File: src/rtl/bcd_sum_apb_master.sv
// bcd_sum_apb_master
//   APB requester that drives the BCD summator slave on behalf of a datapath
//   client. One operand pair is taken on the cmd port. The block writes ARG1,
//   ARG2 and STATUS=1, polls RES with bounded retries, reads STATUS, and
//   returns the sum, the overflow flag and an error flag on the rsp port.
//
// Ports
//   clk, reset              single clock, synchronous active-high reset
//   cmd_valid/ready, a/b    operand pair handshake (packed BCD)
//   rsp_valid/ready         result handshake
//   rsp_sum/ovf/err         RES value, STATUS[0], transfer failure
//   apb_*                   APB requester signals
//
// state   | meaning
// --------+------------------------------------------------------------
// IDLE    | cmd_ready high, waiting for an operand pair
// W_ARG1  | APB write of operand A to ARG1
// W_ARG2  | APB write of operand B to ARG2
// W_START | APB write of 1 to STATUS (starts the summator)
// R_RES   | APB read of RES; pslverr means "not ready yet"
// GAP     | idle bus cycles before the next RES read
// R_STAT  | APB read of STATUS for the overflow bit
// RESP    | rsp_valid high until rsp_ready

module bcd_sum_apb_master #(
  parameter int          ADDR_WIDTH    = 32,
  parameter int          DATA_WIDTH    = 32,
  parameter int unsigned SUM_BASE_ADDR = 0,
  parameter int          MAX_RETRY     = 8,
  parameter int          RETRY_GAP     = 2,
  parameter int          TIMEOUT       = 16
) (
  input  logic                  clk,
  input  logic                  reset,
  input  logic                  cmd_valid,
  output logic                  cmd_ready,
  input  logic [DATA_WIDTH-1:0] cmd_a,
  input  logic [DATA_WIDTH-1:0] cmd_b,
  output logic                  rsp_valid,
  input  logic                  rsp_ready,
  output logic [DATA_WIDTH-1:0] rsp_sum,
  output logic                  rsp_ovf,
  output logic                  rsp_err,
  output logic                  apb_psel,
  output logic                  apb_penable,
  output logic                  apb_pwrite,
  output logic [ADDR_WIDTH-1:0] apb_paddr,
  output logic [DATA_WIDTH-1:0] apb_pwdata,
  input  logic [DATA_WIDTH-1:0] apb_prdata,
  input  logic                  apb_pready,
  input  logic                  apb_pslverr
);

  localparam int BYTES = DATA_WIDTH / 8;
  localparam logic [ADDR_WIDTH-1:0] ADDR_ARG1 = ADDR_WIDTH'(SUM_BASE_ADDR);
  localparam logic [ADDR_WIDTH-1:0] ADDR_ARG2 = ADDR_WIDTH'(SUM_BASE_ADDR + BYTES);
  localparam logic [ADDR_WIDTH-1:0] ADDR_RES  = ADDR_WIDTH'(SUM_BASE_ADDR + 2 * BYTES);
  localparam logic [ADDR_WIDTH-1:0] ADDR_STAT = ADDR_WIDTH'(SUM_BASE_ADDR + 3 * BYTES);

  localparam int TW = $clog2(TIMEOUT + 1);
  localparam int RW = $clog2(MAX_RETRY + 1);
  localparam int GW = $clog2(RETRY_GAP + 2);
  // The mandatory bus-idle cycle after ACCESS is the first gap cycle.
  localparam int GAP_LOAD = (RETRY_GAP > 1) ? RETRY_GAP - 1 : 0;

  typedef enum logic [2:0] {
    IDLE, W_ARG1, W_ARG2, W_START, R_RES, GAP, R_STAT, RESP
  } state_t;

  typedef enum logic [1:0] {PH_SETUP, PH_ACCESS, PH_IDLE} phase_t;

  state_t                state;
  phase_t                phase;
  logic [DATA_WIDTH-1:0] op_b;
  logic [TW-1:0]         tmo_cnt;
  logic [RW-1:0]         tries_left;
  logic [GW-1:0]         gap_cnt;

  function automatic logic is_bcd(input logic [DATA_WIDTH-1:0] v);
    logic ok;
    ok = 1'b1;
    for (int i = 0; i < DATA_WIDTH / 4; i++)
      if (v[4*i +: 4] > 4'd9) ok = 1'b0;
    return ok;
  endfunction

  always_ff @(posedge clk) begin
    if (reset) begin
      state       <= IDLE;
      phase       <= PH_SETUP;
      op_b        <= '0;
      tmo_cnt     <= '0;
      tries_left  <= '0;
      gap_cnt     <= '0;
      cmd_ready   <= 1'b0;
      rsp_valid   <= 1'b0;
      rsp_sum     <= '0;
      rsp_ovf     <= 1'b0;
      rsp_err     <= 1'b0;
      apb_psel    <= 1'b0;
      apb_penable <= 1'b0;
      apb_pwrite  <= 1'b0;
      apb_paddr   <= '0;
      apb_pwdata  <= '0;
    end else begin
      case (state)
        IDLE: begin
          cmd_ready <= 1'b1;
          if (cmd_valid && cmd_ready) begin
            cmd_ready  <= 1'b0;
            op_b       <= cmd_b;
            rsp_sum    <= '0;
            rsp_ovf    <= 1'b0;
            rsp_err    <= 1'b0;
            tries_left <= RW'(MAX_RETRY - 1);
            if (!is_bcd(cmd_a) || !is_bcd(cmd_b)) begin
              // Enters RESP with rsp_valid low; RESP raises it a cycle later.
              state   <= RESP;
              rsp_err <= 1'b1;
            end else begin
              state      <= W_ARG1;
              phase      <= PH_SETUP;
              apb_psel   <= 1'b1;
              apb_pwrite <= 1'b1;
              apb_paddr  <= ADDR_ARG1;
              apb_pwdata <= cmd_a;
            end
          end
        end

        W_ARG1, W_ARG2, W_START, R_RES, R_STAT: begin
          case (phase)
            PH_SETUP: begin
              apb_penable <= 1'b1;
              phase       <= PH_ACCESS;
              tmo_cnt     <= TW'(TIMEOUT - 1);
            end

            PH_ACCESS: begin
              if (apb_pready) begin
                apb_psel    <= 1'b0;
                apb_penable <= 1'b0;
                phase       <= PH_IDLE;
                case (state)
                  W_ARG1, W_ARG2, W_START: begin
                    if (apb_pslverr) begin
                      state     <= RESP;
                      phase     <= PH_SETUP;
                      rsp_err   <= 1'b1;
                      rsp_valid <= 1'b1;
                    end else if (state == W_ARG1) begin
                      state <= W_ARG2;
                    end else if (state == W_ARG2) begin
                      state <= W_START;
                    end else begin
                      state <= R_RES;
                    end
                  end
                  R_RES: begin
                    if (!apb_pslverr) begin
                      rsp_sum <= apb_prdata;
                      state   <= R_STAT;
                    end else if (tries_left == '0) begin
                      state     <= RESP;
                      phase     <= PH_SETUP;
                      rsp_err   <= 1'b1;
                      rsp_valid <= 1'b1;
                    end else begin
                      tries_left <= tries_left - RW'(1);
                      gap_cnt    <= GW'(GAP_LOAD);
                      state      <= GAP;
                    end
                  end
                  R_STAT: begin
                    // The bus-idle cycle of the last transfer is the first RESP cycle.
                    rsp_ovf   <= apb_prdata[0];
                    rsp_err   <= apb_pslverr;
                    rsp_valid <= 1'b1;
                    state     <= RESP;
                    phase     <= PH_SETUP;
                  end
                  default: state <= IDLE;
                endcase
              end else if (tmo_cnt == '0) begin
                apb_psel    <= 1'b0;
                apb_penable <= 1'b0;
                state       <= RESP;
                phase       <= PH_SETUP;
                rsp_err     <= 1'b1;
                rsp_valid   <= 1'b1;
              end else begin
                tmo_cnt <= tmo_cnt - TW'(1);
              end
            end

            PH_IDLE: begin
              // state already names the next transfer; launch its SETUP.
              phase    <= PH_SETUP;
              apb_psel <= 1'b1;
              case (state)
                W_ARG2: begin
                  apb_pwrite <= 1'b1;
                  apb_paddr  <= ADDR_ARG2;
                  apb_pwdata <= op_b;
                end
                W_START: begin
                  apb_pwrite <= 1'b1;
                  apb_paddr  <= ADDR_STAT;
                  apb_pwdata <= DATA_WIDTH'(1);
                end
                R_RES: begin
                  apb_pwrite <= 1'b0;
                  apb_paddr  <= ADDR_RES;
                  apb_pwdata <= '0;
                end
                default: begin
                  apb_pwrite <= 1'b0;
                  apb_paddr  <= ADDR_STAT;
                  apb_pwdata <= '0;
                end
              endcase
            end

            default: phase <= PH_SETUP;
          endcase
        end

        GAP: begin
          if (gap_cnt == '0) begin
            state      <= R_RES;
            phase      <= PH_SETUP;
            apb_psel   <= 1'b1;
            apb_pwrite <= 1'b0;
            apb_paddr  <= ADDR_RES;
            apb_pwdata <= '0;
          end else begin
            gap_cnt <= gap_cnt - GW'(1);
          end
        end

        RESP: begin
          if (!rsp_valid) begin
            rsp_valid <= 1'b1;
          end else if (rsp_ready) begin
            rsp_valid <= 1'b0;
            state     <= IDLE;
          end
        end

        default: state <= IDLE;
      endcase
    end
  end

endmodule

File: config.mk
export PLATFORM = sky130hd
export DESIGN_NAME = bcd_sum_apb_master
export DESIGN_NICKNAME = d
export VERILOG_FILES = /design/src/rtl/bcd_sum_apb_master.sv
export SDC_FILE = /design/constraint.sdc
export NUM_CORES = 1
export LEC_CHECK = 0
export BUFFER_PORTS_ARGS = -buffer_cell sky130_fd_sc_hd__buf_2
export CORE_AREA = 8 8 142 117
export DETAILED_ROUTE_END_ITERATION = 8
export DIE_AREA = 0 0 150 125
export GPL_TIMING_DRIVEN = 1
export PLACE_DENSITY = 0.73
export SLEW_MARGIN = 10
export SYNTH_ARGS = -nofsm -noshare
export SYNTH_HDL_FRONTEND = slang
export SYNTH_SLANG_ARGS = --single-unit
File: constraint.sdc
create_clock -name clk -period 2 [get_ports clk]
set_input_delay 0.1 -clock clk [delete_from_list [all_inputs] [get_ports clk]]
set_output_delay 0.1 -clock clk [all_outputs]
set_load 0.05 [all_outputs]
==> results of run 1 <==
[layout by cell type (no fill, tap or decap), types with 5 or more instances in the layout]
master / n
sky130_fd_sc_hd__buf_2: 171
sky130_fd_sc_hd__dfxtp_1: 119
sky130_fd_sc_hd__nand2_1: 114
sky130_fd_sc_hd__a21oi_1: 49
sky130_fd_sc_hd__inv_1: 46
sky130_fd_sc_hd__o21ai_0: 46
sky130_fd_sc_hd__a211oi_2: 45
sky130_fd_sc_hd__dlygate4sd3_1: 34
sky130_fd_sc_hd__mux2i_1: 33
sky130_fd_sc_hd__nor4b_1: 31
sky130_fd_sc_hd__conb_1: 30
sky130_fd_sc_hd__buf_4: 26
sky130_fd_sc_hd__a211oi_1: 20
sky130_fd_sc_hd__clkbuf_16: 20
sky130_fd_sc_hd__a31o_2: 18
sky130_fd_sc_hd__nor2_1: 16
sky130_fd_sc_hd__a31o_1: 15
sky130_fd_sc_hd__o21ai_1: 14
sky130_fd_sc_hd__buf_12: 14
sky130_fd_sc_hd__nor3_1: 7
sky130_fd_sc_hd__nand3_1: 7
sky130_fd_sc_hd__nand4_1: 6
sky130_fd_sc_hd__nand2b_1: 6
sky130_fd_sc_hd__a31oi_1: 6
sky130_fd_sc_hd__o21ai_2: 5
[final timing paths]
path	start	to	slack, ns	cells after the start
setup reg to reg	state[2]	apb_pwdata[1]	0.08	7
hold / removal	apb_prdata[6]	rsp_sum[6]	0.12	3
hold reg to reg	rsp_ovf	rsp_ovf	0.45	2
setup / recovery	cmd_b[25]	apb_pwdata[1]	-0.006	8
[flip-flops by register name, summed over array words and instances, names as in the netlist, 2 cells and up]
register and count:
state 3, apb_paddr 2, tries_left 4, phase 2, apb_pwdata 32, rsp_sum 32
op_b 32, gap_cnt 2, tmo_cnt 5
[cell families (layout without fill, tap and decap cells)]
| logic type | after synthesis | in the layout | synth area share |
|---|---|---|---|
| flip-flops | 121 | 121 | 0.369 |
| other | 1 | 31 | 0.000571 |
| adder cells (fa/ha/maj) | 7 | 7 | 0.0130 |
| AND/OR/NAND/NOR | 216 | 216 | 0.170 |
| buffers and inverters | 146 | 330 | 0.112 |
| AO/OA/AOI/OAI | 251 | 251 | 0.283 |
| multiplexers | 34 | 34 | 0.0520 |
[per-layer routing]
layer	routed length, um	part of all wire	GRT usage	up-vias
li1	-	-	-	3153
met1	9410	0.42	0.287	3132
met2	10100	0.45	0.337	353
met3	1910	0.086	0.0671	87
met4	808	0.036	0.0951	0
met5	0	0	0	-
[per-stage QoR]
step           hold slack (ns)  instances  worst slack [ns]  area, sq um
2_1_floorplan            0.216        805            0.0340         6680
3_3_place_gp             0.344       1109            0.0247         7720
3_5_place_dp             0.349       1109          -0.00380         7720
4_1_cts                  0.103       1175            0.0235         8680
5_1_grt                  0.113       1179           -0.0415         8920
6_report                 0.117       1179          -0.00650         8920
[repair_timing]
| action | 4_1_cts | 5_1_grt |
|---|---|---|
| hold buffers | 34 | 0 |
| setup buffers | 0 | 1 |
| setup endpoints to repair | 0 | 60 |
| hold endpoints to repair | 34 | 0 |
| resized for setup | 0 | 35 |
[tightest hold or removal path, stage by stage]
cell	delay [ns]
sky130_fd_sc_hd__buf_2	0.07
sky130_fd_sc_hd__nor4b_1	0.20
sky130_fd_sc_hd__a31o_1	0.13
[power breakdown]
part | leakage, nW | internal (mW) | total (mW) | switching, mW
Clock | 0.300 | 2.08 | 3.27 | 1.18
Combinational | 2.30 | 3.28 | 9.12 | 5.84
Sequential | 0.988 | 3.13 | 3.65 | 0.519
[cell type report]
cell class / count / area [sq um]
fillers: 1237 / 5590
multi-input cells: 538 / 3670
flip-flops and latches: 121 / 2430
repair buffers: 251 / 1780
clock buffers: 17 / 425
well taps: 189 / 236
clock inverters: 15 / 199
inverters: 47 / 176
diodes: 1 / 2.50
==> flow_results.org, run 1 <==
** Floorplan
- In this run the core area contains 40 standard-cell rows.
- The initial utilization of the core area, before any placement, comes to 0.452.
- The floorplan step set the die width to 150 um.
- Pin placement for this block handled 205 I/O pins.
- The floorplan step set the die height to 125 um.
- The die covers 18800 sq um.
- The floorplan step defined a core boundary enclosing 14500 sq um.

** Pwr
- Power spread over the standard cell area amounts to 1800 nW/um^2.
- Leakage power figure :: 3.58 nW
- Pwr Total :: 16.0 mW
- IR analysis of the VDD net gives a maximum drop of 0.823 mV.

** Timing
- The hold violation total from the final report is 0.
- Setup total negative slack on the finished layout was measured at -0.00650 ns.
- Worst Tran Pin Value :: 0.631 ns
- Clock skew on the completed layout was measured at 0.00968 ns.
- Setup violations remaining at the end of the flow were counted as 1.
- Post-route clock period utilization :: 1.00
- The number of pins with negative max-slew slack in the final report came to 0.
- Worst slew margin relative to its limit :: 0.579
- The smallest clock period supported by the final layout is computed as 2.01 ns.
- Across all setup checks in the final design, the least slack found is -0.00650 ns.
- Fmax :: 498 MHz

** GRT
- The number of global-route vias before repair was 6460.
- Overflow left after global routing :: 0
- Pin count of the biggest net entering global routing :: 115
- All-Layer GR Usage :: 0.222
- Wire length of the first global-routing pass :: 33900 um
- The number of antenna violations at the first check in global routing is 1.

** Place
- Buffers added on ports :: 174
- Final weighted congestion of routability-driven global placement :: 0.868
- Dpl hpwl :: 14000 um

** Yosys
- Among all flip-flop cells after synthesis, the most frequent one is sky130_fd_sc_hd__dfxtp_1.
- Top cell type's share of synthesized area :: 0.369
- Gate count after technology mapping :: 776
- Number of storage elements in the synthesis netlist :: 121
- Most used standard cell by instance count after synthesis :: sky130_fd_sc_hd__dfxtp_1
- Synthesis instantiated 63 different standard cells from the library.
- For this run, the number of Yosys warnings is 0.
- Leading post-synthesis cells by cell area :: sky130_fd_sc_hd__dfxtp_1, sky130_fd_sc_hd__nand2_1, sky130_fd_sc_hd__a211oi_2
- Yosys mapped a number of flops with a built-in enable equal to 0.
- Mapped Avg Cell Area :: 8.46 sq um
- In the synthesized netlist, the cells that appear most often are sky130_fd_sc_hd__dfxtp_1, sky130_fd_sc_hd__nand2_1, sky130_fd_sc_hd__o21ai_0.
- For this run, the register share of the synthesized area comes to 0.369.
- For this run, asynchronously set or reset flops after synthesis account for 0.
- Summed over all instances, the cell type with the most area after synthesis is sky130_fd_sc_hd__dfxtp_1.
- In this run the cell area of the synthesized design comes to 6560 sq um.

** Route
- Drt drc :: 0
- Once detail routing completed, the nets flagged for antenna violations numbered 0.
- Wire length per cell after detailed routing :: 18.8 um
- Number of vias after detailed routing :: 6725
- The first detailed-routing pass took 6 iterations.
- The routed design has 22200 um of wire.
- Dividing the detail-routed via count by the number of cells gives 5.70.
- DRC marker count from the first detailed-route iteration :: 723

** Clocking
- Buffers inserted during clock tree synthesis total 17.
- Clk Latency, worst-skew pair :: 0.42 ns
- Clock-pin slew was measured on the worst setup and hold paths at 0.06 ns.
- Root Buffer Master :: sky130_fd_sc_hd__clkbuf_16
- Clock Sink Count :: 121
- Count of H-tree levels built during CTS :: 4
- Buffer depth of the longest clock path :: 2
- TritonCTS built the clock tree.

** Final layout
- Once layout is complete, the utilization of the core stands at 0.615.
- Of the cells placed in the final design, the portion with a size suffix greater than 1 is 0.349.
- Relative to the synthesized area, the layout overhead comes to 35.9%.
- After the last flow step, the layout net total stands at 1084.

** Worst setup path
- STA classifies the critical path endpoint as a flip-flop.
- On the critical path the largest part of the delay comes from buffers and inverters.
- Endpoint required time on the critical path :: 2.34 ns
- Data on the critical path arrives at its endpoint at 2.34 ns.
- Cell Chain, Critical Path :: dlygate4sd3_1 -> buf_2 -> o21ai_2 -> nand4_1 -> or4_4 -> a21o_4 -> clkbuf_16 -> a211oi_2
- The slowest stage of the critical path is the sky130_fd_sc_hd__dlygate4sd3_1 cell.
- Worst stage delay on the critical path :: 0.56 ns
- Together, buffers and inverters on the worst path number 3.
- The worst setup path is launched from a primary input.
- Of all nets on the critical path, the largest fanout is 7.
- By startpoint and endpoint, the worst setup path is classified as in -> reg.

** Flow run
- The tool flagged a number of max-cap violations equal to 0.

** Status
- Status :: finished, violations left
- The final reports fail on negative setup slack.

** Worst hold path
- The min-delay analysis places its worst path in the category in -> reg.
Power figures use the tool's default switching activity.
==> run 2: changes to the inputs <==
- CORE_AREA: 8 8 142 117 -> 2 2 136 111
- DIE_AREA: 0 0 150 125 -> 0 0 138 113
- PLACE_DENSITY: 0.73 -> 0.78
- REMOVE_ABC_BUFFERS: default -> 1
==> flow_results.org, run 2 (synthesized netlist as in run 1, its figures left out) <==
** Status
- Status: complete, no violations (was finished, violations left).

** Route
- The count of vias placed by the detailed router came to 6498 (was 6725).
- The routed wirelength normalized by instance count came to 16.2 um (was 18.8 um).
- Drt drc :: 0 (unchanged)
- DRC marker count from the first detailed-route iteration :: 499 (was 723)
- Length of the first detailed-routing pass in iterations :: 5 (was 6)
- The post-route antenna net violation count was 0 (unchanged).
- Vias/cell :: 5.54 (was 5.70)
- Routed WL :: 19100 um (was 22200 um)

** Timing
- The hold violation total from the final report was 0 (unchanged).
- Setup-violating endpoint count in the final report :: 0 (was 1)
- The post-route setup TNS is 0 ns (was -0.00650 ns).
- RSZ-0062 raised after global routing :: no
- The share of the cycle needed by the critical path after routing is 0.977 (was 1.00).
- Post-route minimum period :: 1.95 ns (was 2.01 ns)
- Clock Skews :: 0.00550 ns (was 0.00968 ns)
- The number of pins with negative max-slew slack in the final report was 0 (unchanged).
- The transition time of the tightest slew-check pin is 0.682 ns (was 0.631 ns).
- The maximum operating frequency came to 512 MHz (was 498 MHz).
- The worst slew slack as a fraction of its limit came to 0.545 (was 0.579).

** Floorplan
- The height of the chip came to 113 um (was 125 um).
- Die Outline Area :: 15600 sq um (was 18800 sq um)
- The area of the placeable core is 14200 sq um (was 14500 sq um).
- Io pins :: 205 (unchanged)
- Horizontal die dimension :: 138 um (was 150 um)
- The number of standard-cell rows in the floorplan came to 39 (was 40).
- The initial cell density of the core came to 0.464 (was 0.452).

** Final layout
- The number of nets in the finished design came to 1085 (was 1084).
- Fraction of final layout cells sized beyond drive strength 1 :: 0.327 (was 0.349)
- The area growth from synthesis to layout came to 32.0% (was 35.9%).
- The number of inserted diodes came to 0 (was 1).
- Most used cells in the layout excluding fill and tap cells: sky130_fd_sc_hd__buf_2, sky130_fd_sc_hd__dfxtp_1, sky130_fd_sc_hd__nand2_1 (unchanged).
- Most common cell after layout, fill and taps aside :: sky130_fd_sc_hd__buf_2 (unchanged)
- Registers with the most flip-flops :: apb_pwdata x32, op_b x32, rsp_sum x32 (unchanged)

** Pwr
- Power density over cell area :: 1750 nW/um^2 (was 1800 nW/um^2)
- The sum of internal, switching and leakage power came to 15.1 mW (was 16.0 mW).
- Largest vdd supply drop :: 0.911 mV (was 0.823 mV)
- Leakage power figure :: 3.51 nW (was 3.58 nW)

** Worst hold path
- The end point of the worst hold path was rsp_sum[5] (was rsp_sum[6]).
- The startpoint of the most critical hold path was apb_prdata[5] (was apb_prdata[6]).
- The cell depth of the worst min-delay path came to 3 (unchanged).
- Kind of path behind the tightest hold check :: in -> reg (unchanged)

** Worst setup path
- The classification of the worst setup path is in -> reg (unchanged).
- Worst reg2reg startpoint :: state[0] (was state[2])
- The kind of end point of the critical path was a flip-flop (unchanged).
- The data required time at the worst endpoint is 2.32 ns (was 2.34 ns).
- The reg2reg setup slack is 0.09 ns (was 0.08 ns).
- R2R Path End :: apb_pwdata[2] (was apb_pwdata[1])
- Sort of element at the start of the critical path :: primary input (unchanged)
- Cells on worst reg2reg path :: 7 (unchanged)
- Largest driver fanout on the critical path :: 22 (was 7)
- The arrival time of the worst setup path came to 2.27 ns (was 2.34 ns).

** Clocking
- Clock buffer count from CTS :: 17 (unchanged)
- The cell at the root of the clock tree is sky130_fd_sc_hd__clkbuf_16 (unchanged).
- Clock slew seen by the registers of the worst setup and hold paths :: 0.05 ns (was 0.06 ns)
- Buffer depth of the longest clock path :: 2 (unchanged)
- The post-CTS setup-driven buffer insertion count was 0 (unchanged).
- The CTS tree is done (unchanged).
- Clock Sink Count :: 121 (unchanged)
- Clk Latency, worst-skew pair :: 0.41 ns (was 0.42 ns)
- The H-tree depth is 4 (unchanged).

** GRT
- The global-route wire length before repair came to 30600 um (was 33900 um).
- The overall overflow remaining after global route is 0 (unchanged).
- The number of global-route vias before repair was 6112 (was 6460).
- The number of antenna violations at the first check in global routing came to 0 (was 1).
- The pin count of the biggest net entering global routing came to 115 (unchanged).
- All-Layer GR Usage :: 0.238 (was 0.222)

** Place
- Final weighted congestion of routability-driven global placement :: 0.984 (was 0.868)
- Dpl hpwl :: 12400 um (was 14000 um)
- The number of input and output port buffers inserted is 174 (unchanged).

** Flow run
- Max-cap viol count :: 0 (unchanged)
-- run 2: changes by cell type in the layout (fill, tap and decap cells not counted), sizes merged --
cell / delta
clkbuf: +2
inv: -2
buf: +4
bufinv: -1
clkinvlp: -3
diode: -1
-- run 2: what timing repair did --
item	in CTS	in global routing
hold endpoints to repair	34	0
gates resized for setup	0	17
hold buffers	34	0
endpoints found under the setup margin	0	62
-- run 2: worst max-delay path by stage --
stage | start | to | slack (ns) | depth (start not counted)
final | cmd_b[19] | apb_pwdata[2] | 0.05 | 8
after global placement | state[0] | apb_pwdata[6] | 0.08 | 6
after floorplan | state[1] | apb_pwdata[11] | -2.61 | 5
after global routing | cmd_b[11] | apb_pwdata[7] | 0.004 | 8
after CTS | cmd_b[11] | apb_pwdata[2] | 0.003 | 8
after detailed placement | cmd_b[25] | apb_pwdata[14] | 0.06 | 7
-- run 2: layout make-up --
type | count | area, sq um
Fill cell | 1206 | 5490
Tap cell | 184 | 230
Multi-Input combinational cell | 538 | 3590
Sequential cell | 121 | 2430
Inverter | 47 | 176
Clock inverter | 9 | 124
Clock buffer | 22 | 454
Timing Repair Buffer | 252 | 1660
-- run 2: critical path, cell delays in order --
cell and delay, ns:
sky130_fd_sc_hd__dlygate4sd3_1 0.54, sky130_fd_sc_hd__buf_2 0.13, sky130_fd_sc_hd__o21ai_1 0.08, sky130_fd_sc_hd__nand4_1 0.13, sky130_fd_sc_hd__or4_4 0.57, sky130_fd_sc_hd__a21o_4 0.27
sky130_fd_sc_hd__buf_12 0.17, sky130_fd_sc_hd__a211oi_4 0.27
-- run 2: power by group --
| group | internal (mW) | switching (mW) | leakage (nW) |
|---|---|---|---|
| Clock | 1.97 | 1.07 | 0.287 |
| Combinational | 2.89 | 5.58 | 2.23 |
| Sequential | 3.13 | 0.472 | 0.988 |
-- run 2: stage by stage --
step / std cells / utilization / cell area [sq um] / setup WS (ns) / hold WS, ns
2_1_floorplan: 706 / - / 6110 / -2.61 / 0.165
5_1_grt: 1173 / 0.612 / 8660 / 0.00378 / 0.0962
3_3_place_gp: 1108 / 0.542 / 7670 / 0.0840 / 0.346
4_1_cts: 1173 / 0.607 / 8590 / 0.00346 / 0.113
6_report: 1173 / 0.612 / 8660 / 0.0453 / 0.103
3_5_place_dp: 1108 / 0.542 / 7670 / 0.0606 / 0.347
-- run 2: metal layers --
metal,global-route usage,share of wire,up-vias
li1,-,-,3139
met1,0.306,0.44,3053
met2,0.384,0.46,259
met3,0.0719,0.078,47
met4,0.0776,0.024,0
met5,0,0,-
==> run 3: changes to the inputs <==
- ABC_AREA: default -> 1
- CORE_AREA: 2 2 136 111 -> 2 2 131 107
- DIE_AREA: 0 0 138 113 -> 0 0 133 109
- PLACE_DENSITY: 0.78 -> 0.77
==> flow_results.org, run 3 <==
** Worst setup path
- The cell count of the worst reg-to-reg path was 12 (was 7).
- Endpoint required time on the critical path :: 2.31 ns (was 2.32 ns)
- Critical path capture point type :: flip-flop (unchanged)
- Critical path class :: reg -> reg (was in -> reg)
- The reg2reg setup slack was 0.13 ns (was 0.09 ns).
- Largest driver fanout on the critical path :: 6 (was 22)
- R2R Path End :: state[1] (was apb_pwdata[2])
- The origin of the critical flop-to-flop path was state[0] (unchanged).
- Sort of element at the start of the critical path :: flip-flop (was primary input)
- WP data arrival :: 2.18 ns (was 2.27 ns)

** Timing
- The minimum clock period after layout was 1.87 ns (was 1.95 ns).
- Final hold violations :: 0 (unchanged)
- Hold slack final :: 0.000370 ns (was 0.103 ns)
- Final number of max-transition violations :: 0 (unchanged)
- The clock skew came to 0.0145 ns (was 0.00550 ns).
- The worst slew slack as a fraction of its limit was 0.625 (was 0.545).
- Post-route clock period utilization :: 0.936 (was 0.977)
- The number of setup violations in the final report was 0 (unchanged).
- The transition time of the tightest slew-check pin is 0.562 ns (was 0.682 ns).
- Worst setup slack after layout :: 0.127 ns (was 0.0453 ns)
- The post-route setup TNS is 0 ns (unchanged).
- The maximum operating frequency is 534 MHz (was 512 MHz).

** Final layout
- Area growth from synthesis to layout :: 34.7% (was 32.0%)
- The most frequent standard cell in the layout excluding fill and tap cells is sky130_fd_sc_hd__buf_2 (unchanged).
- The layout filler cell count is 1215 (was 1206).
- Final design area excluding fillers :: 7860 sq um (was 8660 sq um)
- Antenna diode count :: 0 (unchanged)
- The number of nets in the finished design is 1153 (was 1085).
- The ratio of cells with drive above 1 in the final layout is 0.254 (was 0.327).
- Most used cells in the layout excluding fill and tap cells: sky130_fd_sc_hd__buf_2, sky130_fd_sc_hd__nand2_1, sky130_fd_sc_hd__nor2_1, sky130_fd_sc_hd__a21oi_1, sky130_fd_sc_hd__dfxtp_1 (was sky130_fd_sc_hd__buf_2, sky130_fd_sc_hd__dfxtp_1, sky130_fd_sc_hd__nand2_1).
- The number of standard cells in the layout, taps in and fillers out was 1236 (was 1173).
- Final Util :: 0.593 (was 0.612)
- Registers with the most flip-flops: apb_pwdata x32, op_b x32, rsp_sum x32 (unchanged).

** Floorplan
- The area of the placeable core came to 13300 sq um (was 14200 sq um).
- The initial cell density of the core came to 0.440 (was 0.464).
- # rows :: 38 (was 39)
- Die Outline Area :: 14500 sq um (was 15600 sq um)
- The top-level port count came to 205 (unchanged).
- The x dimension of the die came to 133 um (was 138 um).
- The height of the chip is 109 um (was 113 um).

** Yosys
- The share of flip-flops with an asynchronous set or reset is 0 (unchanged).
- Top cell type's share of synthesized area :: 0.415 (was 0.369)
- The number of flops mapped to enable cells by yosys is 0 (unchanged).
- Synth top cells by count: sky130_fd_sc_hd__nand2_1, sky130_fd_sc_hd__a21oi_1, sky130_fd_sc_hd__nor2_1 (was sky130_fd_sc_hd__dfxtp_1, sky130_fd_sc_hd__nand2_1, sky130_fd_sc_hd__o21ai_0).
- Area leader, netlist :: sky130_fd_sc_hd__dfxtp_1 (unchanged)
- Syn Std Cell Area :: 5840 sq um (was 6560 sq um)
- Gate count after technology mapping :: 835 (was 776)
- The dominant cell by count in the synthesized netlist is sky130_fd_sc_hd__nand2_1 (was sky130_fd_sc_hd__dfxtp_1).
- Number of different library cells in the post-synthesis netlist :: 35 (was 63)
- Number of storage elements in the synthesis netlist :: 121 (unchanged)
- Main synth FF type :: sky130_fd_sc_hd__dfxtp_1 (unchanged)
- Leading post-synthesis cells by cell area :: sky130_fd_sc_hd__dfxtp_1, sky130_fd_sc_hd__a21oi_1, sky130_fd_sc_hd__nand2_1 (was sky130_fd_sc_hd__dfxtp_1, sky130_fd_sc_hd__nand2_1, sky130_fd_sc_hd__a211oi_2)
- Warnings from Yosys :: 0 (unchanged)
- Sequential element share of the synthesized area :: 0.415 (was 0.369)
- Mapped Avg Cell Area :: 6.99 sq um (was 8.46 sq um)

** Clocking
- The cell at the root of the clock tree was sky130_fd_sc_hd__clkbuf_16 (unchanged).
- TritonCTS clock tree :: done (unchanged)
- The number of clock buffers inserted by TritonCTS came to 17 (unchanged).
- Clk Latency, worst-skew pair :: 0.41 ns (about the same)
- The maximum number of buffers from clock root to sink came to 2 (unchanged).
- Count of H-tree levels built during CTS :: 4 (unchanged)
- The clock transition at the register clock pins on the worst setup and hold paths after CTS is 0.06 ns (was 0.05 ns).
- Clock Sink Count :: 121 (unchanged)

** Place
- # placed instances :: 1173 (was 1108)
- Buffers added on ports :: 174 (unchanged)
- The instance area at placement is 6880 sq um (was 7670 sq um).
- Worst setup slack before clock tree synthesis :: -0.0627 ns (was 0.0606 ns)
- The final HPWL from detailed placement came to 11500 um (was 12400 um).
- Final weighted congestion of routability-driven global placement :: 0.937 (was 0.984)

** Pwr
- The sum of internal, switching and leakage power came to 13.3 mW (was 15.1 mW).
- The leakage component of the power is 3.62 nW (was 3.51 nW).
- Largest vdd supply drop :: 0.824 mV (was 0.911 mV)
- Power density over cell area :: 1690 nW/um^2 (was 1750 nW/um^2)

** Route
- Routed WL :: 17500 um (was 19100 um)
- Number of vias after detailed routing :: 6265 (was 6498)
- The remaining design rule violation count came to 0 (unchanged).
- The detailed-routing iteration count for the pre-antenna-repair pass is 5 (unchanged).
- DRC marker count from the first detailed-route iteration :: 407 (was 499)
- The routed via count divided by cell count came to 5.07 (was 5.54).
- DRT antenna net count :: 0 (unchanged)
- Wire length per cell after detailed routing :: 14.2 um (was 16.2 um)

** Worst hold path
- The cell depth of the worst min-delay path is 3 (unchanged).
- Worst hold endpoint :: op_b[5] (was rsp_sum[5])
- The startpoint of the most critical hold path was cmd_b[5] (was apb_prdata[5]).
- The classification of the worst-slack hold path is in -> reg (unchanged).

** GRT
- Pin count of the biggest net entering global routing :: 81 (was 115)
- Antenna violations before repair :: 0 (unchanged)
- Via count of the first global-routing pass :: 5589 (was 6112)
- The overall overflow remaining after global route is 0 (unchanged).
- The overall global routing resource usage came to 0.232 (was 0.238).
- The global-route wire length before repair is 26800 um (was 30600 um).

** Flow run
- The max-capacitance violation count came to 0 (unchanged).

** Status
- Status: complete, no violations (unchanged).
run 3: changes by cell type in the layout (fill, tap and decap cells not counted), sizes merged, moves of 26 or more:
cell	delta
nand4	+33
inv	+32
a31o	-33
a21oi	+75
nor2	+111
nor4b	-32
a211oi	-64
nand2	+26
mux2i	-33
run 3: power breakdown:
group / internal (mW) / total [mW] / switching, mW
Combinational: 2.07 / 6.87 / 4.80
Sequential: 3.00 / 3.30 / 0.305
Clock: 2.08 / 3.13 / 1.06
run 3: layout make-up:
cell class / instances / area, sq um / share of cell area
Clock buffer: 23 / 488 / 0.0621
Clock inverter: 7 / 116 / 0.0148
Inverter: 79 / 300 / 0.0382
Multi-Input combinational cell: 589 / 2830 / 0.360
Sequential cell: 121 / 2420 / 0.308
Tap cell: 180 / 225 / 0.0286
Timing Repair Buffer: 237 / 1480 / 0.188
run 3: repair_timing:
item / 4_1_cts / 5_1_grt
pin swaps: 1 / 4
resized for setup: 1 / 14
hold buffers: 24 / 0
endpoints found under the hold margin: 24 / 0
setup buffers: 0 / 6
cloned: 1 / 2
endpoints found under the setup margin: 36 / 75
run 3: worst max path at each step:
stage | depth (start not counted) | slack (ns) | start | endpoint
global route | 13 | -0.002 | state[1] | state[1]
finish | 12 | 0.13 | state[0] | state[1]
floorplan | 9 | -0.42 | state[0] | rsp_sum[0]
CTS | 10 | 0.0007 | state[0] | tries_left[1]
global placement | 8 | 0.02 | gap_cnt[0] | apb_pwdata[21]
detailed placement | 9 | -0.06 | state[0] | apb_pwdata[4]
run 3: logic make-up after synthesis:
logic type	share of synthesized area
buffers and inverters	0.129
adders and majority gates	0.0129
other	0.000642
and+or+nand+nor	0.244
xor gates and xnor gates	0.00450
AOI/OAI and AO/OA	0.194
DFF	0.415
run 3: layer usage:
metal	global-route usage	part of all wire	vias to the layer above
met2	0.385	0.47	269
li1	-	-	3108
met3	0.0474	0.075	33
met1	0.302	0.44	2855
met5	0	0	-
met4	0.0853	0.018	0
run 3: critical path, stage by stage (launching register included):
cell and delay [ns]:
sky130_fd_sc_hd__dfxtp_2 0.36, sky130_fd_sc_hd__buf_4 0.17, sky130_fd_sc_hd__nor2_4 0.05, sky130_fd_sc_hd__nand2_1 0.16, sky130_fd_sc_hd__nand3_4 0.15, sky130_fd_sc_hd__nand2_1 0.11
sky130_fd_sc_hd__nand2_1 0.10, sky130_fd_sc_hd__inv_1 0.10, sky130_fd_sc_hd__nand2_1 0.12, sky130_fd_sc_hd__a21oi_1 0.21, sky130_fd_sc_hd__o21ai_0 0.14, sky130_fd_sc_hd__nand2_1 0.08
sky130_fd_sc_hd__inv_1 0.03
